File: config.mk
export PLATFORM = sky130hd
export DESIGN_NAME = sr_flag_arbiter_flat
export DESIGN_NICKNAME = d
export VERILOG_FILES = /design/src/rtl/sr_flag_arbiter_if.sv /design/src/rtl/sr_flag_arbiter.sv /design/src/flat_wrapper.sv
export SDC_FILE = /design/constraint.sdc
export NUM_CORES = 1
export LEC_CHECK = 0
export CAP_MARGIN = 20
export CELL_PAD_IN_SITES_DETAIL_PLACEMENT = 1
export CELL_PAD_IN_SITES_GLOBAL_PLACEMENT = 2
export CORE_MARGIN = 2
export CORE_UTILIZATION = 30
export CTS_CLUSTER_DIAMETER = 30
export DETAILED_ROUTE_END_ITERATION = 8
export PLACE_DENSITY = 0.86
export SYNTH_ARGS = -nofsm -noshare
export SYNTH_HDL_FRONTEND = slang
export SYNTH_SLANG_ARGS = --single-unit
File: constraint.sdc
create_clock -name clk -period 12.7 [get_ports clk]
set_input_delay 1.905 -clock clk [delete_from_list [all_inputs] [get_ports clk]]
set_output_delay 1.905 -clock clk [all_outputs]
set_load 0.01 [all_outputs]
File: src/rtl/sr_flag_arbiter_if.sv
// Requester-side bus for sr_flag_arbiter: per-requester SR commands, one-hot grant,
// flag bank state and error reporting.
interface sr_flag_arbiter_if #(
    parameter int NREQ  = 4,
    parameter int NFLAG = 8,
    parameter int IDXW  = 3
);
    logic [NREQ-1:0]      req_valid;
    logic [NREQ-1:0]      req_s;
    logic [NREQ-1:0]      req_r;
    logic [NREQ*IDXW-1:0] req_idx;
    logic [NREQ-1:0]      req_lock;
    logic [NREQ-1:0]      req_ready;
    logic [NFLAG-1:0]     flags;
    logic                 err;
    logic [7:0]           err_cnt;

    modport master (
        output req_valid, req_s, req_r, req_idx, req_lock,
        input  req_ready, flags, err, err_cnt
    );

    modport slave (
        input  req_valid, req_s, req_r, req_idx, req_lock,
        output req_ready, flags, err, err_cnt
    );
endinterface

File: src/rtl/sr_flag_arbiter.sv
// Round-robin arbiter applying one SR command per falling clk edge to a flag bank,
// with bank locking. Define SR_ARB_ERRCNT_EN to add the saturating error counter.
module sr_flag_arbiter #(
    parameter int NREQ  = 4,
    parameter int NFLAG = 8,
    parameter int IDXW  = 3
) (
    input  logic              clk,
    input  logic              rst,
    sr_flag_arbiter_if.slave  bus
);
    localparam int PTRW = $clog2(NREQ);

    typedef enum logic [0:0] {
        ST_ARB    = 1'b0,
        ST_LOCKED = 1'b1
    } state_e;

    state_e            state_q, state_d;
    logic [PTRW-1:0]   rr_ptr_q, rr_ptr_d;
    logic [PTRW-1:0]   owner_q, owner_d;
    logic [NFLAG-1:0]  flags_q, flags_d;
    logic              err_q, err_d;

    logic [NREQ-1:0]   grant_oh;
    logic [PTRW-1:0]   grant_id;
    logic [PTRW-1:0]   cand;
    logic              xfer;

    logic              cmd_s, cmd_r, cmd_lock;
    logic [IDXW-1:0]   cmd_idx;
    logic              idx_ok;

    function automatic logic [PTRW-1:0] ptr_add(input logic [PTRW-1:0] base, input int off);
        return PTRW'((int'(base) + off) % NREQ);
    endfunction

    // Grant selection. The scan runs from the farthest candidate towards rr_ptr so the
    // nearest valid requester is the last one written and therefore wins.
    // NOTE: every signal written here gets a default first, so no path leaves one unassigned (no latch).
    always_comb begin
        grant_oh = '0;
        grant_id = '0;
        cand     = '0;
        if (state_q == ST_LOCKED) begin
            if (bus.req_valid[owner_q]) begin
                grant_oh[owner_q] = 1'b1;
                grant_id          = owner_q;
            end
        end else begin
            for (int k = NREQ - 1; k >= 0; k--) begin
                cand = ptr_add(rr_ptr_q, k);
                if (bus.req_valid[cand]) begin
                    grant_oh       = '0;
                    grant_oh[cand] = 1'b1;
                    grant_id       = cand;
                end
            end
        end
    end

    // Nothing is accepted while reset is held, even though the grant logic is combinational.
    assign bus.req_ready = grant_oh & {NREQ{rst}};
    assign xfer          = |bus.req_ready;

    always_comb begin
        cmd_s    = 1'b0;
        cmd_r    = 1'b0;
        cmd_lock = 1'b0;
        cmd_idx  = '0;
        for (int i = 0; i < NREQ; i++) begin
            if (grant_oh[i]) begin
                cmd_s    = bus.req_s[i];
                cmd_r    = bus.req_r[i];
                cmd_lock = bus.req_lock[i];
                cmd_idx  = bus.req_idx[i*IDXW +: IDXW];
            end
        end
    end

    assign idx_ok = (int'(cmd_idx) < NFLAG);

    // Flag bank update: S=R=1 and out-of-range indices leave the bank untouched and pulse err.
    always_comb begin
        flags_d = flags_q;
        err_d   = 1'b0;
        if (xfer) begin
            if (!idx_ok || (cmd_s && cmd_r)) begin
                err_d = 1'b1;
            end else begin
                for (int f = 0; f < NFLAG; f++) begin
                    if (int'(cmd_idx) == f) begin
                        if (cmd_s) begin
                            flags_d[f] = 1'b1;
                        end else if (cmd_r) begin
                            flags_d[f] = 1'b0;
                        end
                    end
                end
            end
        end
    end

    // Lock FSM and round-robin pointer; both move only on an accepted command.
    always_comb begin
        state_d  = state_q;
        rr_ptr_d = rr_ptr_q;
        owner_d  = owner_q;
        if (xfer) begin
            case (state_q)
                ST_ARB: begin
                    if (cmd_lock) begin
                        owner_d = grant_id;
                        state_d = ST_LOCKED;
                    end else begin
                        rr_ptr_d = ptr_add(grant_id, 1);
                    end
                end
                ST_LOCKED: begin
                    if (!cmd_lock) begin
                        rr_ptr_d = ptr_add(owner_q, 1);
                        state_d  = ST_ARB;
                    end
                end
                default: state_d = ST_ARB;
            endcase
        end
    end

    // NOTE: the flag bank is a handful of flops, not a RAM, so it is reset along with the rest.
    always_ff @(negedge clk or negedge rst) begin
        if (!rst) begin
            state_q  <= ST_ARB;
            rr_ptr_q <= '0;
            owner_q  <= '0;
            flags_q  <= '0;
            err_q    <= 1'b0;
        end else begin
            // NOTE: non-blocking updates so every register samples pre-edge values.
            state_q  <= state_d;
            rr_ptr_q <= rr_ptr_d;
            owner_q  <= owner_d;
            flags_q  <= flags_d;
            err_q    <= err_d;
        end
    end

    assign bus.flags = flags_q;
    assign bus.err   = err_q;

`ifdef SR_ARB_ERRCNT_EN
    logic [7:0] err_cnt_q, err_cnt_d;

    always_comb begin
        err_cnt_d = err_cnt_q;
        if (err_d && (err_cnt_q != 8'hFF)) begin
            err_cnt_d = err_cnt_q + 8'd1;
        end
    end

    always_ff @(negedge clk or negedge rst) begin
        if (!rst) begin
            err_cnt_q <= 8'h00;
        end else begin
            err_cnt_q <= err_cnt_d;
        end
    end

    assign bus.err_cnt = err_cnt_q;
`else
    assign bus.err_cnt = 8'h00;
`endif

endmodule

File: src/flat_wrapper.sv
// flat-port wrapper written by rule: the top's interface ports become plain ports
module sr_flag_arbiter_flat 
#(
    parameter int NREQ  = 4,
    parameter int NFLAG = 8,
    parameter int IDXW  = 3
)
  (clk, rst, bus_req_valid, bus_req_s, bus_req_r, bus_req_idx, bus_req_lock, bus_req_ready, bus_flags, bus_err, bus_err_cnt);
  sr_flag_arbiter_if #(.NREQ(NREQ), .NFLAG(NFLAG), .IDXW(IDXW)) bus_i ();
  input  logic clk;
  input  logic rst;
  input wire logic [$bits(bus_i.req_valid)-1:0] bus_req_valid;
  input wire logic [$bits(bus_i.req_s)-1:0] bus_req_s;
  input wire logic [$bits(bus_i.req_r)-1:0] bus_req_r;
  input wire logic [$bits(bus_i.req_idx)-1:0] bus_req_idx;
  input wire logic [$bits(bus_i.req_lock)-1:0] bus_req_lock;
  output wire logic [$bits(bus_i.req_ready)-1:0] bus_req_ready;
  output wire logic [$bits(bus_i.flags)-1:0] bus_flags;
  output wire logic [$bits(bus_i.err)-1:0] bus_err;
  output wire logic [$bits(bus_i.err_cnt)-1:0] bus_err_cnt;
  assign bus_i.req_valid = bus_req_valid;
  assign bus_i.req_s = bus_req_s;
  assign bus_i.req_r = bus_req_r;
  assign bus_i.req_idx = bus_req_idx;
  assign bus_i.req_lock = bus_req_lock;
  assign bus_req_ready = bus_i.req_ready;
  assign bus_flags = bus_i.flags;
  assign bus_err = bus_i.err;
  assign bus_err_cnt = bus_i.err_cnt;
  sr_flag_arbiter #(.NREQ(NREQ), .NFLAG(NFLAG), .IDXW(IDXW)) u_core (.clk(clk), .rst(rst), .bus(bus_i));
endmodule
== After elaboration in Yosys (flattened, before gate mapping) ==
Cells that the tools add are included.

* $add $sub $neg: 5
* Multipliers: 0
* Div/mod/pow operators: 0
* Order comparisons: 10
* Equal/unequal tests: 9
* Shift-type cells: 0
* Mux-type cells: 56
* Bitwise gates (word level): 3
* Reduce and logical (&&, ||, !) cells: 19

{| class="wikitable"
|+ Operators with widths
! cell !! count
|-
| 4-bit AND reduction || 8
|-
| 1-bit two-way mux || 27
|-
| 4-bit two-way mux || 6
|-
| 2-bit two-way mux || 8
|-
| 2-bit by 3-bit < comparator with 1-bit output (second input constant) || 5
|-
| 3-bit == test (second input constant) || 4
|-
| 3-bit two-way mux || 4
|-
| 1-bit binary-select mux with 2-bit select || 5
|-
| 1-bit demux with 2-bit select || 5
|-
| 2-bit by 1-bit >= comparator with 1-bit output (second input constant) || 5
|-
| 2-bit by 1-bit adder with 2-bit output (second input constant) || 3
|-
| 3-bit by 2-bit == test with 1-bit output (second input constant) || 2
|-
| 1-bit logical AND || 6
|-
| 3-bit AND reduction || 2
|-
| 2-bit adder (second input constant) || 2
|-
| 4-bit bitwise AND || 1
|-
| 2-bit inequality test (second input constant) || 2
|-
| 2-bit one-hot mux with 2 select lines || 1
|-
| 4-bit OR reduction || 1
|-
| 3-bit by 1-bit == test with 1-bit output (second input constant) || 1
|-
| 3-bit logical NOT || 1
|-
| 1-bit inverter || 2
|-
| 2-bit nonzero test || 1
|}

* Register bits: 14
* Latch bits: 0
* Memory bits (writable): 0
* ROM bits: 0
* Input port bits: 30
* Output and inout bits: 21
* Word-level logic and storage cells: 114
* Memories kept: 0

== Depth between registers and ports, before layout ==
* Depth after elaboration: 17
* Gate-level depth with buffers: 17
* Depth with buffers taken out: 14

==> metrics <==
sw power roughly 280 uW; worst hold stages 1; Mapped Area 0.00162 mm^2; Setup-failing EPs final 0; CP startpoint kind flop; Synth Area in Compound Gates 0.216; top cell type's share of synthesized area 0.216; FP Rows 26; CP Launch Point u_core.rr_ptr_q[1]; Register-to-Register Path Depth 11; Die Ht just under 80 um; initial antenna violation count 0; post-synth cell types 58; worst path buffer plus inverter count 2; layout cell share with drive strength beyond 1 0.145; WL final ~4400 um; post-synthesis xor/xnor area fraction 0.00541; Vias/cell 5.32; top cells by area, synth dfrtn_1 22%, mux2_1 6.3%, ha_1 6.2%; Detail Route Antenna Nets 0; CP max stage cell a311oi_2; clk root buf clkbuf_8; Gate power share 0.775; required time of the worst setup path between 10 and 15 ns; Mapped Cells approximately 170; crit end category output pin; largest net degree at the start of global routing 17; Int Pwr ~280 uW; hold violation total from the final report 0; num ports 51; TritonCTS clock tree done; CP cell instances inv_1 > ha_1 > mux4_1 > nand3b_1 > a2111oi_2 > a311oi_2 > nor2_1 > clkdlybuf4s50_1; area leader, netlist dfrtn_1; final setup skew about 0.0025 ns; switching share of power 0.501; Crit. path cell count 8; mux share of post-synthesis cell area 0.212; Hold Path Class flop to flop; drt drc 0; Synth Area in Adders 0.0618; Layout Utilization 0.401; Starting Density 0.313; CTS Sinks 14; worst setup path end bus_req_ready[3]; r2r startpoint u_core.rr_ptr_q[1]; P per Cell Area around 270 mW/mm^2; Max-Cap Viols 0; Top delay family on crit path compound AO/OA/AOI/OAI gates; RSZ-0062 raised after global routing no; Final nets 247; FF-to-FF setup slack between 7 and 8 ns; Syn-to-layout area delta 28.1%; port bufs 42; clk buf depth 2; 1st-iter DRT viols 40; All-Layer GR Usage 0.150; Rel. slew slack 0.425; Slew @ Worst Pin around 0.86 ns; #FFs+latches synth 14; largest family of logic cells by synthesized area compound AO/OA/AOI/OAI gates; Post-synth ARST share 1.00; post-synthesis sequential area ratio 0.216; CP Max Fanout 11; clock power share 0.065; core footprint between 0.005 and 0.006 mm^2; vias in the first global route 1491; register share of total power 0.160; Clock transition at path regs 0.04 ns; post-CTS sizing 0; Skew-Pair Late Insertion Delay 0.26 ns; total congestion overflow 0; Post-CTS Setup Inserts 0; Ys Warns 0; Die ar. around 0.006 mm^2; FF+latch area around 350 um^2; hpwl dp 3540 um; simple-gate portion of the synthesized area 0.186; drt wl/cell 16.0 um; Slew Viols, Final 0; CTS buffer count 3; Critical Path AT approximately 10 ns; antenna cells 0; Top FF cell, synth dfrtn_1; max incr delay on CP 0.71 ns; Worst VDD drop around 0.08 mV; total negative slack 0 ns; routed vias 1474; # hold bufs at CTS 0; Leak about 0.00084 uW; H-tree levels 1; area of the multi-input gates roughly 0.0011 mm^2; die width 77.5 um; first-pass GRT wire length 7360 um; # fillers ~600; syn avg cell area 9.42 um^2; R2R Path End u_core.bus.flags[3]; status finished, final reports clean; DRT Pass-1 Iters 4; GPL Wtd Cong between 0.7 and 0.8; Post-synth EDFFs 0; WS Path Type flop to output pin
## synthesized netlist by cell type (2+ instances only)
library cell / count
dfrtn_1: 14
nor2_1: 12
mux2_1: 9
buf_4: 8
ha_1: 8
inv_1: 8
mux2_2: 7
mux2i_1: 7
o21ai_0: 6
a21oi_1: 5
buf_2: 5
nand2_1: 5
a31oi_1: 4
nand3b_1: 4
nand4_1: 4
nor2b_1: 4
nor4_1: 4
a211oi_1: 3
buf_6: 3
mux4_2: 3
nand3_1: 3
a2111oi_2: 2
a211o_1: 2
and2_1: 2
o21ai_1: 2
o221a_2: 2
o221ai_1: 2
o22ai_1: 2
or2_1: 2
or3b_1: 2
## power by group through the flow
stage / clock (uW) / sequential (uW) / combinational [uW]
6_report: 36.0 / 88.1 / 428
5_1_grt: 38.3 / 91.4 / 472
4_1_cts: 37.2 / 88.4 / 433
3_5_place_dp: 0 / 89.3 / 428
3_3_place_gp: 0 / 88.3 / 419
2_1_floorplan: 0 / 86.0 / 322
## registers in the layout, indices dropped and copies added, names as in the netlist
register          cells
u_core.bus.flags      8
u_core.bus.err        1
u_core.rr_ptr_q       2
u_core.owner_q        2
u_core.state_q        1
## layer usage
metal | wire length [um] | GRT usage | up-vias
li1 | - | - | 711
met1 | 2040 | 0.197 | 715
met5 | 0 | 0 | -
met4 | 54 | 0.0429 | 0
met3 | 168 | 0.0186 | 5
met2 | 2180 | 0.260 | 43
## placed cells by master (no fill, tap or decap), types with 2 or more instances in the layout
cell / netlist / routed
mux2_2: 7 / 7
conb_1: 1 / 8
mux2i_1: 7 / 7
o22ai_1: 2 / 2
mux2_1: 9 / 9
a21oi_1: 5 / 5
nand4_1: 4 / 4
mux4_2: 3 / 3
nor4_1: 4 / 4
and2_1: 2 / 2
a211oi_1: 3 / 3
a2111oi_2: 2 / 2
dfrtn_1: 14 / 14
o221a_2: 2 / 2
nor2_1: 12 / 12
or3b_1: 2 / 2
clkdlybuf4s50_1: 0 / 42
o21ai_0: 6 / 6
nand2_1: 5 / 5
clkbuf_8: 0 / 3
a31oi_1: 4 / 4
inv_1: 8 / 8
nand3b_1: 4 / 4
o21ai_1: 2 / 2
or2_1: 2 / 2
o221ai_1: 2 / 2
a211o_1: 2 / 2
nand3_1: 3 / 3
ha_1: 8 / 8
nor2b_1: 4 / 4
## stage by stage
stage,instances,total power [uW],setup WS [ns],hold slack (ns),instance area (um^2)
6_report,277,552,0.652,0.440,2080
4_1_cts,277,558,0.606,0.445,2080
2_1_floorplan,179,408,1.35,0.489,1650
3_5_place_dp,274,517,0.467,0.445,2030
5_1_grt,277,602,0.420,0.461,2080
3_3_place_gp,274,507,0.572,0.444,2030
## area by class of cell
type                    count  area share
multi-input cells         138       0.547
repair buffers             43       0.206
flip-flops and latches     14       0.169
well taps                  70      0.0422
clock buffers               3      0.0199
inverters                   9      0.0163
## logic make-up after synthesis
logic type,count (synthesis)
DFF,14
other,1
buffers and inverters,27
adders and majority gates,8
AOI/OAI and AO/OA,42
xor gates and xnor gates,1
and+or+nand+nor,52
muxes,27
## how the worst min path moves through the flow
stage                        start             endpoint  slack (ns)
5_1_grt        u_core.bus.flags[6]  u_core.bus.flags[6]        0.46
4_1_cts        u_core.bus.flags[5]  u_core.bus.flags[5]        0.45
3_5_place_dp   u_core.bus.flags[5]  u_core.bus.flags[5]        0.45
2_1_floorplan  u_core.bus.flags[0]  u_core.bus.flags[0]        0.49
6_report       u_core.bus.flags[5]  u_core.bus.flags[5]        0.44
3_3_place_gp   u_core.bus.flags[3]  u_core.bus.flags[3]        0.44
Note: power is estimated with default switching activity, not from simulation.
